==> config.mk <==
export PLATFORM = sky130hd
export DESIGN_NAME = reg_file
export DESIGN_NICKNAME = d
export VERILOG_FILES = /design/src/rtl/reg_file_pkg.sv /design/src/rtl/reg_file_nzp_gen.sv /design/src/rtl/reg_file.sv
export SDC_FILE = /design/constraint.sdc
export NUM_CORES = 1
export LEC_CHECK = 0
export CORE_ASPECT_RATIO = 1.5
export CORE_MARGIN = 8
export CORE_UTILIZATION = 30
export DETAILED_ROUTE_END_ITERATION = 6
export SYNTH_ARGS = -nofsm -noshare
export SYNTH_HDL_FRONTEND = slang
export SYNTH_SLANG_ARGS = --single-unit
==> constraint.sdc <==
create_clock -name clk -period 7.83 [get_ports clk]
set_input_delay 1.9575 -clock clk [delete_from_list [all_inputs] [get_ports clk]]
set_output_delay 1.9575 -clock clk [all_outputs]
set_load 0.02 [all_outputs]
==> src/rtl/reg_file_pkg.sv <==
// Shared LC-3b register-file constants: data/index widths, NZP bit positions and the flag reset value.
package reg_file_pkg;
    localparam int REG_W  = 16;
    localparam int REG_N  = 8;
    localparam int REG_AW = 3;

    localparam int CC_N = 2;
    localparam int CC_Z = 1;
    localparam int CC_P = 0;

    localparam logic [2:0] CC_RST = 3'b010;

    typedef logic [2:0] nzp_t;
endpackage

==> src/rtl/reg_file_nzp_gen.sv <==
// Combinational condition-code generator: classifies a bus value as negative, zero or positive.
module nzp_gen
    import reg_file_pkg::*;
#(
    parameter int WIDTH = REG_W
) (
    input  logic [WIDTH-1:0] bus_in,
    output nzp_t             nzp
);
    always_comb begin
        nzp       = '0;
        nzp[CC_N] = bus_in[WIDTH-1];
        nzp[CC_Z] = (bus_in == '0);
        nzp[CC_P] = !bus_in[WIDTH-1] && (bus_in != '0);
    end
endmodule

==> src/rtl/reg_file.sv <==
// LC-3b register file (R0..R7, two combinational read ports, one write port) plus the NZP register.
// Define REGFILE_BYPASS_EN to forward bus_in to a read port whose index is being written this cycle.
module reg_file
    import reg_file_pkg::*;
#(
    parameter int WIDTH  = REG_W,
    parameter int NREGS  = REG_N,
    parameter int ADDR_W = REG_AW
) (
    input  logic              clk,
    input  logic              rst,
    input  logic [ADDR_W-1:0] sr1,
    input  logic [ADDR_W-1:0] sr2,
    input  logic [ADDR_W-1:0] dr,
    input  logic              ld_reg,
    input  logic              ld_cc,
    input  logic [WIDTH-1:0]  bus_in,
    output logic [WIDTH-1:0]  sr1_out,
    output logic [WIDTH-1:0]  sr2_out,
    output nzp_t              nzp
);
    logic [WIDTH-1:0] regs [NREGS];
    nzp_t             nzp_next;

    nzp_gen #(.WIDTH(WIDTH)) u_nzp_gen (
        .bus_in (bus_in),
        .nzp    (nzp_next)
    );

    always_ff @(posedge clk or posedge rst) begin
        if (rst) begin
            for (int i = 0; i < NREGS; i++) begin
                regs[i] <= '0;
            end
        end else if (ld_reg) begin
            regs[dr] <= bus_in;
        end
    end

    always_ff @(posedge clk or posedge rst) begin
        if (rst) begin
            nzp <= CC_RST;
        end else if (ld_cc) begin
            nzp <= nzp_next;
        end
    end

`ifdef REGFILE_BYPASS_EN
    // Forwarding is suppressed in reset so reads still return the cleared contents.
    always_comb begin
        sr1_out = regs[sr1];
        sr2_out = regs[sr2];
        if (ld_reg && !rst && (dr == sr1)) begin
            sr1_out = bus_in;
        end
        if (ld_reg && !rst && (dr == sr2)) begin
            sr2_out = bus_in;
        end
    end
`else
    always_comb begin
        sr1_out = regs[sr1];
        sr2_out = regs[sr2];
    end
`endif
endmodule

==> summary.txt, run 1 <==
Worst setup path
  – Arrival time at the worst endpoint: 4.28 ns
  – CP Class: primary input to output pin
  – Startpoint class of the critical path: primary input
  – Count of cells along the worst register-to-register path: 2
  – Crit path required time: 5.87 ns
  – Critical path startpoint: sr2[1]
  – FF-to-FF setup slack: 7.01 ns
  – Endpoint of the most critical register-to-register path: nzp[0]
  – Kind of end point of the critical path: output pin
  – Crit-path max FO: 32
  – Reg2Reg Launch Point: nzp[0]
  – Crit path to: sr2_out[7]

Pwr
  – Leakage: 0.00344 uW
  – Proportion of power drawn by the clock network: 34.2%
  – Switching pwr: 624 uW
  – Switching power as a share of total power: 26.8%
  – Fraction of power consumed by combinational cells: 26.0%
  – Sequential fraction of design power: 39.9%
  – Total power divided by cell area: 274 nW/um^2
  – Internal Power: 1710 uW
  – Worst IR drop on VDD: 0.150 mV

Logic synthesis
  – Library cell with the largest summed area after synthesis: sky130_fd_sc_hd__dfrtp_1
  – FF+latch count, synth: 131
  – Post-synth top cells: 141 x sky130_fd_sc_hd__mux2_2, 130 x sky130_fd_sc_hd__dfrtp_1, 43 x sky130_fd_sc_hd__mux4_2
  – Syn nets: 442
  – Post-Synthesis Cells: 413
  – Count of warnings emitted by yosys: 0
  – Count of cell types in the netlist: 27
  – Count leader, synth: sky130_fd_sc_hd__mux2_2
  – Fraction of post-synthesis cell area in the top cell type by area: 45.6%
  – Top post-synthesis cells by area: sky130_fd_sc_hd__dfrtp_1 46%, sky130_fd_sc_hd__mux2_2 22%, sky130_fd_sc_hd__mux4_2 14%, sky130_fd_sc_hd__mux4_1 7.7%, sky130_fd_sc_hd__mux2_4 2.1%
  – Synth async-reset ratio: 100%
  – Dominant synthesized flop cell: sky130_fd_sc_hd__dfrtp_1
  – Number of synthesized flops with an enable pin: 0
  – Netlist Area Pre-Place: 7140 um^2
  – Mean Syn Cell Area: 17.3 um^2
  – Share of synthesized area occupied by flip-flops and latches: 45.9%

Placement
  – GPL Wtd Cong: 0.752
  – Buffers on Ports: 63
  – Instance area after placement: 7920 um^2
  – Hpwl dp: 11100 um

Floorplan
  – Number of top-level pins: 64
  – CORE AREA: 23600 um^2
  – Floorplan die area: 29100 um^2
  – Placement Rows: 69
  – Die span in x: 142 um
  – Die height: 205 um
  – Initial Utilization: 30.3%

Final layout
  – Fraction of final layout cells sized beyond drive strength 1: 50.8%
  – Area of the multi-input gates: 3560 um^2
  – Syn-to-layout area delta: 19.3%
  – Storage cell area: 3280 um^2
  – Filler Cells Inserted: 2243
  – NumNets Final: 498
  – Post-route cell area: 8520 um^2
  – Antenna Cells: 0

Route
  – Total via count after detailed routing: 4061
  – Average vias per placed instance: 5.07
  – Number of iterations in the first detailed-routing pass: 4
  – Remaining DRCs: 0
  – Post-route ant nets: 0
  – Total detailed-routing wirelength: 17600 um
  – Detailed-route wire length per cell: 22.0 um
  – Violation count after the first detailed-routing iteration: 245

Clocking
  – TritonCTS clock tree: done
  – CTS max path bufs: 2
  – CTS H-tree lvls: 4
  – Skew-Pair Late Insertion Delay: 0.41 ns
  – TritonCTS buffer count: 17
  – Count of buffers added by post-CTS timing repair for setup: 0
  – Clk pin slew, worst setup/hold paths: 0.05 ns
  – CTS resizes: 0
  – Clock root buffer: sky130_fd_sc_hd__clkbuf_16
  – Count of clock tree sinks: 131
  – Post-CTS Hold Fix Bufs: 0

Global routing
  – Via count of the first global-routing pass: 4622
  – Number of antenna violations at the first check in global routing: 0
  – Largest net degree at the start of global routing: 76
  – Global Route Usage Sum: 12.9%
  – Global-route wire length before repair: 27900 um
  – GRT overflow: 0

Timing
  – Setup repair after global routing missed its margin: no
  – Max-slew violation count: 0
  – Slew HR: 24.4%
  – Period Utilization, post-route: 79.6%
  – Total setup violations reported at the end of the flow: 0
  – Transition at the pin with the smallest max-transition slack: 1.13 ns
  – Fmax: 160 MHz
  – Summed negative setup slack over all endpoints: 0 ns
  – Final hold violation count: 0
  – Final setup skew: 0 ns
  – Final critical delay including setup and external delays: 6.23 ns

Outcome
  – Result of the run: completed

Job
  – Max-cap violations: 0

Worst hold path
  – Worst hold-check path type: register to register
worst max-delay path, stage by stage:
cell and delay [ns]:
sky130_fd_sc_hd__clkdlybuf4s50_1 0.46, sky130_fd_sc_hd__buf_4 0.45, sky130_fd_sc_hd__mux4_2 0.57, sky130_fd_sc_hd__mux2_2 0.29, sky130_fd_sc_hd__clkdlybuf4s50_1 0.54
flip-flops by register name (all words and copies together), names as in the netlist:
name,count
nzp,3
regs,128
metrics by stage:
step / util (%) / std cells / hold slack, ns / setup WS [ns] / power (uW)
finish: 36.1 / 801 / 0.474 / 1.60 / 2330
global route: 36.1 / 801 / 0.500 / 1.49 / 2450
CTS: 36.1 / 801 / 0.480 / 1.54 / 2370
detailed placement: 33.6 / 769 / 0.472 / 1.54 / 1560
global placement: 33.6 / 769 / 0.462 / 1.53 / 1530
floorplan: - / 413 / 0.458 / 2.38 / 1340
routing by layer:
metal  up-vias  GRT usage, %  wire length (um)  share of wire (%)
met2        84          22.7              9550                 54
met5         -             0                 0                  0
met4         0          3.93               239                1.4
met1      2200          15.1              7090                 40
met3        21          3.29               708                4.0
li1       1756             -                 -                  -
worst min-delay path by stage:
stage,startpoint,to,slack (ns),cells after the start
detailed placement,nzp[1],nzp[1],0.47,2
finish,nzp[1],nzp[1],0.47,2
floorplan,regs[79],regs[79],0.46,2
global placement,nzp[1],nzp[1],0.46,2
global route,nzp[1],nzp[1],0.50,2
CTS,nzp[1],nzp[1],0.48,2
kinds of logic after synthesis:
family	count (synthesis)	share of synthesized area [%]
buf+inv	35	4.15
compound gates	5	0.403
mux	222	46.7
simple gates	20	2.77
flops	131	45.9
final cells by class:
class,count,area share [%]
inverter,3,0.162
timing repair buffer,69,7.76
multi-input combinational,247,41.8
clock inverter,8,1.16
sequential,131,38.5
tap,319,4.69
clock buffer,24,5.89
cell usage in the layout, fill, tap and decap left out, types with 2 or more instances in the layout:
cell type	synthesis	layout
sky130_fd_sc_hd__clkdlybuf4s50_1	0	60
sky130_fd_sc_hd__mux2_2	141	141
sky130_fd_sc_hd__clkbuf_16	0	17
sky130_fd_sc_hd__buf_2	9	3
sky130_fd_sc_hd__clkbuf_1	3	2
sky130_fd_sc_hd__mux2_4	10	10
sky130_fd_sc_hd__clkinvlp_4	0	2
sky130_fd_sc_hd__clkbuf_8	0	5
sky130_fd_sc_hd__o21ai_0	4	4
sky130_fd_sc_hd__nor4_1	4	4
sky130_fd_sc_hd__nand2_1	5	5
sky130_fd_sc_hd__dfrtp_1	130	130
sky130_fd_sc_hd__nand4b_2	3	3
sky130_fd_sc_hd__nor3b_4	2	2
sky130_fd_sc_hd__buf_4	6	6
sky130_fd_sc_hd__mux4_1	21	21
sky130_fd_sc_hd__nor3_4	2	2
sky130_fd_sc_hd__clkinv_2	0	3
sky130_fd_sc_hd__bufinv_16	0	2
sky130_fd_sc_hd__mux2_1	6	6
sky130_fd_sc_hd__mux4_2	43	43
sky130_fd_sc_hd__inv_1	3	2
power by group through the flow:
stage | logic (uW) | registers [uW] | clock network, uW
5_1_grt | 653 | 952 | 847
6_report | 606 | 931 | 797
2_1_floorplan | 438 | 899 | 0
3_3_place_gp | 605 | 925 | 0
4_1_cts | 621 | 930 | 814
3_5_place_dp | 617 | 941 | 0
(Power assumes the default switching activity.)
==> inputs of run 2 (changes only) <==
==> constraint.sdc (replaced) <==
create_clock -name clk -period 5 [get_ports clk]
set_input_delay 1.25 -clock clk [delete_from_list [all_inputs] [get_ports clk]]
set_output_delay 1.25 -clock clk [all_outputs]
set_load 0.02 [all_outputs]
==> summary.txt, run 2 (synthesis results as in run 1) <==
Final layout
  – Register with the highest flop count: regs
  – Commonest cells after routing, fill and taps aside: 141 x sky130_fd_sc_hd__mux2_2, 130 x sky130_fd_sc_hd__dfrtp_1, 60 x sky130_fd_sc_hd__clkdlybuf4s50_1, 43 x sky130_fd_sc_hd__mux4_2, 21 x sky130_fd_sc_hd__mux4_1
  – Syn-to-layout area delta: 20.9%
  – Flip-flop count of the largest register after layout: 128 (unchanged)
  – Antenna Cells: 0 (unchanged)
  – Registers with the most flip-flops: regs (128), nzp (3)
  – Commonest non-fill, non-tap cell in the layout: sky130_fd_sc_hd__mux2_2
  – NumNets Final: 503 (+1.0%)
  – Fraction of final layout cells sized beyond drive strength 1: 51.5% (+0.71 points)

Route
  – Detailed-route wire length per cell: 22.5 um (+2.5%)
  – Number of iterations in the first detailed-routing pass: 4 (unchanged)
  – Remaining DRCs: 0 (unchanged)
  – Average vias per placed instance: 5.07 (about the same)
  – Total via count after detailed routing: 4088 (+0.66%)
  – Total detailed-routing wirelength: 18100 um (+3.2%)
  – Violation count after the first detailed-routing iteration: 186 (-24%)
  – Post-route ant nets: 0 (unchanged)

Timing
  – Slew HR: 29.2% (+4.9 points)
  – Summed negative setup slack over all endpoints: 0 ns (unchanged)
  – Final setup skew: 0 ns (unchanged)
  – Total setup violations reported at the end of the flow: 0 (unchanged)
  – Setup repair after global routing missed its margin: no
  – Worst slack on hold paths: 0.491 ns (+0.0168 ns)
  – Fmax: 216 MHz
  – Post-route worst setup slack: 0.376 ns (-1.22 ns)
  – Transition at the pin with the smallest max-transition slack: 1.06 ns (-0.0726 ns)
  – Max-slew violation count: 0 (unchanged)
  – Final hold violation count: 0 (unchanged)
  – Final critical delay including setup and external delays: 4.62 ns
  – Period Utilization, post-route: 92.5%

Job
  – Max-cap violations: 0 (unchanged)

Floorplan
  – CORE AREA: 23600 um^2 (unchanged)
  – Placement Rows: 69 (unchanged)
  – Floorplan die area: 29100 um^2 (unchanged)
  – Number of top-level pins: 64 (unchanged)
  – Initial Utilization: 30.3% (unchanged)
  – Die span in x: 142 um (unchanged)
  – Die height: 205 um (unchanged)

Global routing
  – Global Route Usage Sum: 13.1% (+0.26 points)
  – Number of antenna violations at the first check in global routing: 0 (unchanged)
  – GRT overflow: 0 (unchanged)
  – Via count of the first global-routing pass: 4647 (+0.54%)
  – Global-route wire length before repair: 28300 um (+1.5%)
  – Largest net degree at the start of global routing: 70 (-7.9%)

Worst hold path
  – Worst hold-check path type: register to register
  – Startpoint of the lowest-slack hold path: nzp[1]
  – WHS Endpoint: nzp[1]
  – Number of cells on the worst hold path: 2 (unchanged)

Worst setup path
  – Kind of end point of the critical path: output pin
  – Startpoint class of the critical path: primary input
  – Reg2Reg Launch Point: nzp[0]
  – Crit-path max FO: 32 (unchanged)
  – Arrival time at the worst endpoint: 3.37 ns (-0.91 ns)
  – Endpoint of the most critical register-to-register path: nzp[0]
  – FF-to-FF setup slack: 4.19 ns (-2.82 ns)
  – CP Class: primary input to output pin
  – Crit path required time: 3.75 ns (-2.12 ns)
  – Count of cells along the worst register-to-register path: 2 (unchanged)

Clocking
  – CTS H-tree lvls: 4 (unchanged)
  – Count of buffers added by post-CTS timing repair for setup: 0 (unchanged)
  – Count of clock tree sinks: 131 (unchanged)
  – Skew-Pair Late Insertion Delay: 0.42 ns (about the same)
  – Clk pin slew, worst setup/hold paths: 0.06 ns (about the same)
  – Clock root buffer: sky130_fd_sc_hd__clkbuf_16
  – CTS max path bufs: 2 (unchanged)
  – TritonCTS buffer count: 17 (unchanged)
  – TritonCTS clock tree: done
  – Post-CTS Hold Fix Bufs: 0 (unchanged)
  – CTS resizes: 0 (unchanged)

Pwr
  – Total power divided by cell area: 429 nW/um^2 (+57%)
  – Worst IR drop on VDD: 0.231 mV (+54%)
  – Leakage: 0.00348 uW (+1.2%)

Placement
  – Buffers on Ports: 63 (unchanged)
  – Worst Setup Slack post-DPL: 0.354 ns (-1.19 ns)
  – GPL Wtd Cong: 0.711 (-5.5%)
  – Hpwl dp: 11600 um (+4.9%)

Outcome
  – Result of the run: completed
==> run 2: cell count changes in the layout (fill, tap and decap cells not counted) <==
cell	before	now
sky130_fd_sc_hd__buf_12	0	5
sky130_fd_sc_hd__clkinv_4	1	3
sky130_fd_sc_hd__bufinv_16	2	3
sky130_fd_sc_hd__clkinvlp_4	2	4
sky130_fd_sc_hd__clkbuf_1	2	1
sky130_fd_sc_hd__clkinv_2	3	2
sky130_fd_sc_hd__clkbuf_8	5	2
==> run 2: how the worst max path moves through the flow <==
| stage | from | endpoint | slack, ns | cells past startpoint |
|---|---|---|---|---|
| 2_1_floorplan | rst | nzp[0] | 0.25 | 1 |
| 4_1_cts | sr2[1] | sr2_out[12] | 0.35 | 5 |
| 5_1_grt | sr2[1] | sr2_out[9] | 0.31 | 5 |
| 3_5_place_dp | sr2[1] | sr2_out[12] | 0.35 | 5 |
| 6_report | sr2[1] | sr2_out[12] | 0.38 | 5 |
| 3_3_place_gp | sr2[1] | sr2_out[13] | 0.36 | 5 |
==> run 2: cell type report <==
type	count	area, um^2
Clock inverter	12	156
Tap cell	319	399
Clock buffer	20	457
Inverter	3	13.8
Sequential cell	131	3280
Multi-Input combinational cell	247	3560
Fill cell	2219	14900
Timing Repair Buffer	74	761
==> run 2: worst max-delay path, cell delays in order <==
cell and delay, ns:
sky130_fd_sc_hd__clkdlybuf4s50_1 0.50, sky130_fd_sc_hd__buf_12 0.25, sky130_fd_sc_hd__mux4_2 0.53, sky130_fd_sc_hd__mux2_2 0.28, sky130_fd_sc_hd__clkdlybuf4s50_1 0.55
==> run 2: per-layer routing <==
metal  track usage, %  vias up  part of all wire, %
li1                 -     1761                    -
met2             24.2       94                   56
met5                0        -                    0
met3             2.71       18                  3.8
met4             3.93        0                  1.3
met1             14.9     2215                   39
==> run 2: power breakdown <==
group          switching (uW)  total (uW)  internal (uW)
combinational             372         966            594
sequential                165        1460           1290
clock                     468        1280            810
==> run 2: stage by stage <==
step	area (um^2)	util (%)	cells	total power [uW]
2_1_floorplan	7140	-	413	2090
3_3_place_gp	8020	34.0	774	2400
3_5_place_dp	8020	34.0	774	2450
4_1_cts	8630	36.6	806	3750
5_1_grt	8630	36.6	806	3870
6_report	8630	36.6	806	3700
